<file path="src/rtl/muldiv_sequencer_if.sv">
// Decode <-> multiply/divide sequencer bundle: commands, operands, HI/LO reads and results.
// Latency: none (wires only).
// Backpressure: stallD travels in the slave->master direction and holds decode while busy.
// Ports: multiply/divide command encodings, srcA/srcB operands, mfhi/mflo reads;
//        hi/lo/busy/done/div_zero/stallD results. MULDIV_MTHILO_EN adds mthi/mtlo/wdata.
interface muldiv_sequencer_if #(parameter int WIDTH = 32);
    logic [1:0]       multiply;
    logic [1:0]       divide;
    logic [WIDTH-1:0] srcA;
    logic [WIDTH-1:0] srcB;
    logic             mfhi;
    logic             mflo;
`ifdef MULDIV_MTHILO_EN
    logic             mthi;
    logic             mtlo;
    logic [WIDTH-1:0] wdata;
`endif
    logic [WIDTH-1:0] hi;
    logic [WIDTH-1:0] lo;
    logic             busy;
    logic             done;
    logic             div_zero;
    logic             stallD;

    modport master (
        output multiply, divide, srcA, srcB, mfhi, mflo,
`ifdef MULDIV_MTHILO_EN
        output mthi, mtlo, wdata,
`endif
        input  hi, lo, busy, done, div_zero, stallD
    );

    modport slave (
        input  multiply, divide, srcA, srcB, mfhi, mflo,
`ifdef MULDIV_MTHILO_EN
        input  mthi, mtlo, wdata,
`endif
        output hi, lo, busy, done, div_zero, stallD
    );
endinterface

</file>
<file path="src/rtl/muldiv_sequencer.sv">
// Iterative shift-add multiply / restoring divide owning the HI/LO register pair.
// Latency: WIDTH+2 edges from start to done (2 edges for divide by zero).
// Backpressure: stallD (combinational) holds decode on any HI/LO access or new start while busy.
// Ports: CLK, RST (async active-low), bus (muldiv_sequencer_if.slave).
// Optional: define MULDIV_MTHILO_EN to enable mthi/mtlo writes of wdata while idle.
module muldiv_sequencer #(
    parameter int WIDTH = 32
) (
    input  logic                 CLK,
    input  logic                 RST,
    muldiv_sequencer_if.slave    bus
);
    localparam int CW = $clog2(WIDTH + 1);

    typedef enum logic [1:0] {IDLE, MUL, DIV, FIX} state_t;

    state_t             state, state_nxt;
    logic [CW-1:0]      cnt;
    logic [WIDTH-1:0]   opnd;       // multiplicand (MUL) or divisor (DIV) magnitude
    logic [2*WIDTH-1:0] acc;        // MUL: {partial product, multiplier}; DIV: {remainder, quotient}
    logic               is_div;
    logic               dz;         // divide by zero: acc already holds {srcA, all ones}
    logic               neg_lo;     // negate product / quotient at FIX
    logic               neg_hi;     // negate remainder at FIX (follows dividend)
    logic [WIDTH-1:0]   hi_q, lo_q;
    logic               done_q, dz_q;

    // ---- start decode and operand magnitudes ----
    logic             start_mul, start_div, sgn, a_neg, b_neg, b_zero;
    logic [WIDTH-1:0] abs_a, abs_b;

    assign start_mul = bus.multiply[1];
    assign start_div = bus.divide[1] & ~start_mul;
    assign sgn       = start_mul ? bus.multiply[0] : bus.divide[0];
    assign a_neg     = sgn & bus.srcA[WIDTH-1];
    assign b_neg     = sgn & bus.srcB[WIDTH-1];
    assign abs_a     = a_neg ? -bus.srcA : bus.srcA;
    assign abs_b     = b_neg ? -bus.srcB : bus.srcB;
    assign b_zero    = (bus.srcB == '0);

    logic last_step;
    assign last_step = (cnt == CW'(WIDTH - 1));

    // ---- iteration datapath ----
    logic [WIDTH:0] mul_sum, div_shift, div_diff;
    logic           div_ok;

    assign mul_sum   = {1'b0, acc[2*WIDTH-1:WIDTH]} + (acc[0] ? {1'b0, opnd} : {(WIDTH+1){1'b0}});
    assign div_shift = acc[2*WIDTH-1:WIDTH-1];
    assign div_diff  = div_shift - {1'b0, opnd};
    assign div_ok    = ~div_diff[WIDTH];

    // ---- sign fix-up applied when writing HI/LO ----
    logic [2*WIDTH-1:0] prod_fix;
    logic [WIDTH-1:0]   quo_fix, rem_fix;

    assign prod_fix = neg_lo ? -acc : acc;
    assign quo_fix  = neg_lo ? -acc[WIDTH-1:0] : acc[WIDTH-1:0];
    assign rem_fix  = neg_hi ? -acc[2*WIDTH-1:WIDTH] : acc[2*WIDTH-1:WIDTH];

    // ---- FSM ----
    always_ff @(posedge CLK or negedge RST) begin
        if (!RST) state <= IDLE;
        else      state <= state_nxt;
    end

    always_comb begin
        state_nxt = state;
        case (state)
            IDLE: begin
                if (start_mul)      state_nxt = MUL;
                else if (start_div) state_nxt = b_zero ? FIX : DIV;
            end
            MUL, DIV: if (last_step) state_nxt = FIX;
            FIX:      state_nxt = IDLE;
            default:  state_nxt = IDLE;
        endcase
    end

    // ---- datapath and architectural registers ----
    always_ff @(posedge CLK or negedge RST) begin
        if (!RST) begin
            cnt    <= '0;
            opnd   <= '0;
            acc    <= '0;
            is_div <= 1'b0;
            dz     <= 1'b0;
            neg_lo <= 1'b0;
            neg_hi <= 1'b0;
            hi_q   <= '0;
            lo_q   <= '0;
            done_q <= 1'b0;
            dz_q   <= 1'b0;
        end else begin
            done_q <= 1'b0;
            dz_q   <= 1'b0;
            case (state)
                IDLE: begin
                    cnt    <= '0;
                    neg_lo <= a_neg ^ b_neg;
                    neg_hi <= a_neg;
                    if (start_mul) begin
                        opnd   <= abs_a;
                        acc    <= {{WIDTH{1'b0}}, abs_b};
                        is_div <= 1'b0;
                        dz     <= 1'b0;
                    end else if (start_div) begin
                        opnd   <= abs_b;
                        is_div <= 1'b1;
                        dz     <= b_zero;
                        acc    <= b_zero ? {bus.srcA, {WIDTH{1'b1}}}
                                         : {{WIDTH{1'b0}}, abs_a};
                    end
`ifdef MULDIV_MTHILO_EN
                    else begin
                        // A start in the same cycle wins; the move is simply dropped.
                        if (bus.mthi) hi_q <= bus.wdata;
                        if (bus.mtlo) lo_q <= bus.wdata;
                    end
`endif
                end
                MUL: begin
                    acc <= {mul_sum, acc[WIDTH-1:1]};
                    cnt <= cnt + 1'b1;
                end
                DIV: begin
                    acc <= {(div_ok ? div_diff[WIDTH-1:0] : div_shift[WIDTH-1:0]),
                            acc[WIDTH-2:0], div_ok};
                    cnt <= cnt + 1'b1;
                end
                FIX: begin
                    if (dz) begin
                        hi_q <= acc[2*WIDTH-1:WIDTH];
                        lo_q <= acc[WIDTH-1:0];
                    end else if (is_div) begin
                        hi_q <= rem_fix;
                        lo_q <= quo_fix;
                    end else begin
                        hi_q <= prod_fix[2*WIDTH-1:WIDTH];
                        lo_q <= prod_fix[WIDTH-1:0];
                    end
                    done_q <= 1'b1;
                    dz_q   <= dz;
                end
                default: ;
            endcase
        end
    end

    // ---- outputs ----
    logic hilo_access;
`ifdef MULDIV_MTHILO_EN
    assign hilo_access = bus.mfhi | bus.mflo | bus.multiply[1] | bus.divide[1] | bus.mthi | bus.mtlo;
`else
    assign hilo_access = bus.mfhi | bus.mflo | bus.multiply[1] | bus.divide[1];
`endif

    assign bus.busy     = (state != IDLE);
    assign bus.stallD   = bus.busy & hilo_access;
    assign bus.hi       = hi_q;
    assign bus.lo       = lo_q;
    assign bus.done     = done_q;
    assign bus.div_zero = dz_q;
endmodule

</file>
<file path="src/flat_wrapper.sv">
// flat-port wrapper written by rule: the top's interface ports become plain ports
module muldiv_sequencer_flat 
#(
    parameter int WIDTH = 32
)
  (CLK, RST, bus_multiply, bus_divide, bus_srcA, bus_srcB, bus_mfhi, bus_mflo, bus_hi, bus_lo, bus_busy, bus_done, bus_div_zero, bus_stallD);
  muldiv_sequencer_if #(.WIDTH(WIDTH)) bus_i ();
  input  logic CLK;
  input  logic RST;
  input wire logic [$bits(bus_i.multiply)-1:0] bus_multiply;
  input wire logic [$bits(bus_i.divide)-1:0] bus_divide;
  input wire logic [$bits(bus_i.srcA)-1:0] bus_srcA;
  input wire logic [$bits(bus_i.srcB)-1:0] bus_srcB;
  input wire logic [$bits(bus_i.mfhi)-1:0] bus_mfhi;
  input wire logic [$bits(bus_i.mflo)-1:0] bus_mflo;
  output wire logic [$bits(bus_i.hi)-1:0] bus_hi;
  output wire logic [$bits(bus_i.lo)-1:0] bus_lo;
  output wire logic [$bits(bus_i.busy)-1:0] bus_busy;
  output wire logic [$bits(bus_i.done)-1:0] bus_done;
  output wire logic [$bits(bus_i.div_zero)-1:0] bus_div_zero;
  output wire logic [$bits(bus_i.stallD)-1:0] bus_stallD;
  assign bus_i.multiply = bus_multiply;
  assign bus_i.divide = bus_divide;
  assign bus_i.srcA = bus_srcA;
  assign bus_i.srcB = bus_srcB;
  assign bus_i.mfhi = bus_mfhi;
  assign bus_i.mflo = bus_mflo;
  assign bus_hi = bus_i.hi;
  assign bus_lo = bus_i.lo;
  assign bus_busy = bus_i.busy;
  assign bus_done = bus_i.done;
  assign bus_div_zero = bus_i.div_zero;
  assign bus_stallD = bus_i.stallD;
  muldiv_sequencer #(.WIDTH(WIDTH)) u_core (.CLK(CLK), .RST(RST), .bus(bus_i));
endmodule
</file>
<file path="config.mk">
export PLATFORM = sky130hd
export DESIGN_NAME = muldiv_sequencer_flat
export DESIGN_NICKNAME = d
export VERILOG_FILES = /design/src/rtl/muldiv_sequencer_if.sv /design/src/rtl/muldiv_sequencer.sv /design/src/flat_wrapper.sv
export SDC_FILE = /design/constraint.sdc
export NUM_CORES = 1
export LEC_CHECK = 0
export ABC_AREA = 1
export BUFFER_PORTS_ARGS = -buffer_cell sky130_fd_sc_hd__clkbuf_2
export CAP_MARGIN = 15
export CORE_ASPECT_RATIO = 0.8
export CORE_UTILIZATION = 30
export DETAILED_ROUTE_END_ITERATION = 10
export PLACE_DENSITY = 0.56
export SYNTH_ARGS = -nofsm -noshare
export SYNTH_HDL_FRONTEND = slang
export SYNTH_SLANG_ARGS = --single-unit
</file>
<file path="constraint.sdc">
create_clock -name CLK -period 4.9 [get_ports CLK]
set_input_delay 0.245 -clock CLK [delete_from_list [all_inputs] [get_ports CLK]]
set_output_delay 0.245 -clock CLK [all_outputs]
set_load 0.005 [all_outputs]
</file>
==> results.cfg <==
[status]
status = complete, no violations

[setup_path]
reg2reg_to = u_core.acc[61]
crit_family = simple AND/OR/NAND/NOR gates
worstSetupEndpointType = flop
cp_max_fo = 33
slowest_delay_ns = 0.54
cp_slowest_cell = o21ai_0
crit_path_start_kind = flop
path_class = reg -> reg
path_buf_inv = 2
cp.required_ns = 5.27
cp_common_cell = nand2_1
r2r_start = u_core.acc[0]
cp_cell_sequence = buf_4 > nand2_1 > inv_1 > ha_1 > fa_1 > nand2_1 > nand2_1 > o21ai_0 > o21ai_0 > nand3_1 > nand2_1 > nand2_1 > nand2_1 > nand2_1 > nand3_1 > nand3_1 > nand2_1 > nand2_1
cp.arrival_ns = 3.56
regToRegSetupSlack_ns = 1.70
worstRegToRegCells = 18

[cts]
clock_path_buffers = 2
cts_root_buffer = clkbuf_16
cts_buffers = 17
clock-sinks = 174
holdBufCountCts = 1
h-tree-depth = 4
clk_pin_slew_ns = 0.08
clk-insertion-delay-late_ns = 0.48
cts_setup_buffers = 0
cts_tree = yes
cts_resized = 0

[timing]
rsz0062_at_grt = no
max_freq_ghz = 0.313
worstMarginPinSlew_ns = 1.04
slew_violations = 0
min_period_over_period = 0.653
slew_headroom = 0.309
fin_ws_ns = 1.70
skew_ns = 0.0184
totalNegativeSetupSlack_ns = 0
setup_viol = 0
min_period_ns = 3.20
hold_violations = 0

[logic_synthesis]
synth_flop_cell = dfrtp_1
synth-seq-area-share = 0.241
synth_cell_type_count = 54
netlist.area_leader.share = 0.241
ys_warn_count = 0
async_flop_share = 1.00
synth_area_sq_um = 18000
synth_cells = 3028
synth_area_leaders = dfrtp_1, nand2_1, inv_1, nand3_1, nor2_1
avgSynthCellArea_sq_um = 5.96
synth_seq_cells = 174
synth_area_leader_cell = dfrtp_1
synth_edf_count = 0
syn-num-nets = 3176

[die]
die_y_um = 221
die_w_um = 276
fp-row-count = 80
start_util = 0.303
dieArea_sq_um = 61100
core_area_sq_um = 59600
io_pins = 140

[global_route]
grt_pass1_wl_um = 118000
grt_antenna_before_repair = 2
grt_max_degree = 102
grt_pass1_vias = 18139
grtUsageTotal = 0.255
overflow = 0

[pwr]
irDropWorstVdd_mv = 0.665
p_leak_nw = 10.5
p_per_area_nw_per_um2 = 817
total_power_mw = 16.4

[detailed_routing]
ant_nets = 0
wl_per_cell_um = 20.5
dr_wl_met3_um = 8920
drt_iter0_drc = 2615
routed_wl_um = 80000
met1_length_um = 38600
firstDrtPassIters = 8
vias = 20684
maxUsedRoutingLayer = met5
drc = 0
wl_met2_um = 31000
avgViaCountPerCell = 5.29

[placement]
place_hpwl_um = 64900
gp_congestion = 1.10
portBuffers = 139
dp_slack_ns = 1.82
placed_cells = 3873

[cells_and_area]
layout-drive-gt1-share = 0.0899
finalNetCount = 3262
layout.cells.non_filler = 3907
areaGrowthSynthToFinish_pct = 11.3

[min_path]
whs_endpoint = u_core.opnd[0]
hold_depth = 3
hold_class = in -> reg
hold_start = bus_srcB[0]

[flow_run]
drv_cap = 0
-- worst min-delay path: stages --
cell and delay, ns:
clkbuf_2 0.11, inv_1 0.10, o21ai_0 0.09
-- power by group --
| group | switching, mW | leakage (nW) | internal [mW] |
|---|---|---|---|
| registers | 0.856 | 2.15 | 2.16 |
| logic | 8.34 | 8.06 | 3.57 |
| clock network | 0.761 | 0.294 | 0.729 |
| total | 9.95 | 10.5 | 6.46 |
-- worst max path at each step --
| stage | startpoint | end | cells past startpoint |
|---|---|---|---|
| after floorplan | u_core.acc[0] | u_core.acc[49] | 20 |
| after global placement | u_core.acc[0] | u_core.acc[61] | 18 |
| after detailed placement | u_core.acc[0] | u_core.acc[61] | 18 |
| after CTS | u_core.acc[0] | u_core.acc[61] | 18 |
| after global routing | u_core.acc[0] | u_core.acc[61] | 18 |
| final | u_core.acc[0] | u_core.acc[61] | 18 |
-- kinds of logic after synthesis --
| kind of cell | synth area share |
|---|---|
| simple gates | 0.399 |
| buf+inv | 0.113 |
| compound gates | 0.147 |
| flops | 0.241 |
| xor+xnor | 0.0461 |
| fa+ha+maj | 0.0535 |
-- through the flow --
stage / instance area, sq um / hold slack [ns] / util
final: 20100 / 0.123 / 0.337
after global routing: 20100 / 0.120 / 0.337
after CTS: 20100 / 0.113 / 0.337
after detailed placement: 19500 / 0.412 / 0.327
after global placement: 19500 / 0.408 / 0.327
after floorplan: 18000 / -0.0506 / -
-- placed cells by master, fill, tap and decap left out, types with 18 or more instances in the layout --
master	instances
nand2_1	1041
inv_1	407
nor2_1	272
nand3_1	222
a21oi_1	185
dfrtp_1	174
o21ai_0	138
clkbuf_2	138
xor2_1	81
ha_1	73
nand4_1	49
o211ai_1	36
buf_4	26
o22ai_1	25
nor3_1	19
o21ai_1	18
-- layer usage --
layer / track usage / vias to the layer above
met5: 0 / -
met1: 0.399 / 9619
met4: 0.0537 / 2
li1: - / 9905
met3: 0.0650 / 86
met2: 0.341 / 1072
-- Yosys cell counts, drive strengths merged (2+ instances only) --
master and count:
or2 4, fa 2, dfrtp 174, o211ai 36
o22ai 25, o21bai 8, o31ai 5, ha 74
nand4 50, o21a 5, o21ai 157, o41ai 2
a21oi 187, nor4 8, buf 31, nand2 1070
nor3 21, clkinv 5, inv 417, a21o 3
xnor2 14, a31oi 8, clkbuf 68, xor2 81
nor2 287, o221ai 10, nand3b 13, a22oi 17
nand3 239
-- state kept, by name (all words and copies together), names as in the netlist --
signal	count
u_core.bus.done	1
u_core.neg_lo	1
u_core.dz	1
u_core.bus.hi	32
u_core.acc	64
u_core.is_div	1
u_core.opnd	32
u_core.cnt	6
u_core.bus.lo	32
u_core.bus.div_zero	1
u_core.state	2
u_core.neg_hi	1
-- cell type report --
type,instances,area (sq um)
diodes,1,2.50
clock buffers,17,425
clock inverters,15,173
fillers,6717,39500
inverters,422,1590
multi-input cells,2333,11700
flip-flops and latches,174,4350
well taps,779,975
repair buffers,166,910
No activity file was read; power rests on OpenSTA's default activity.
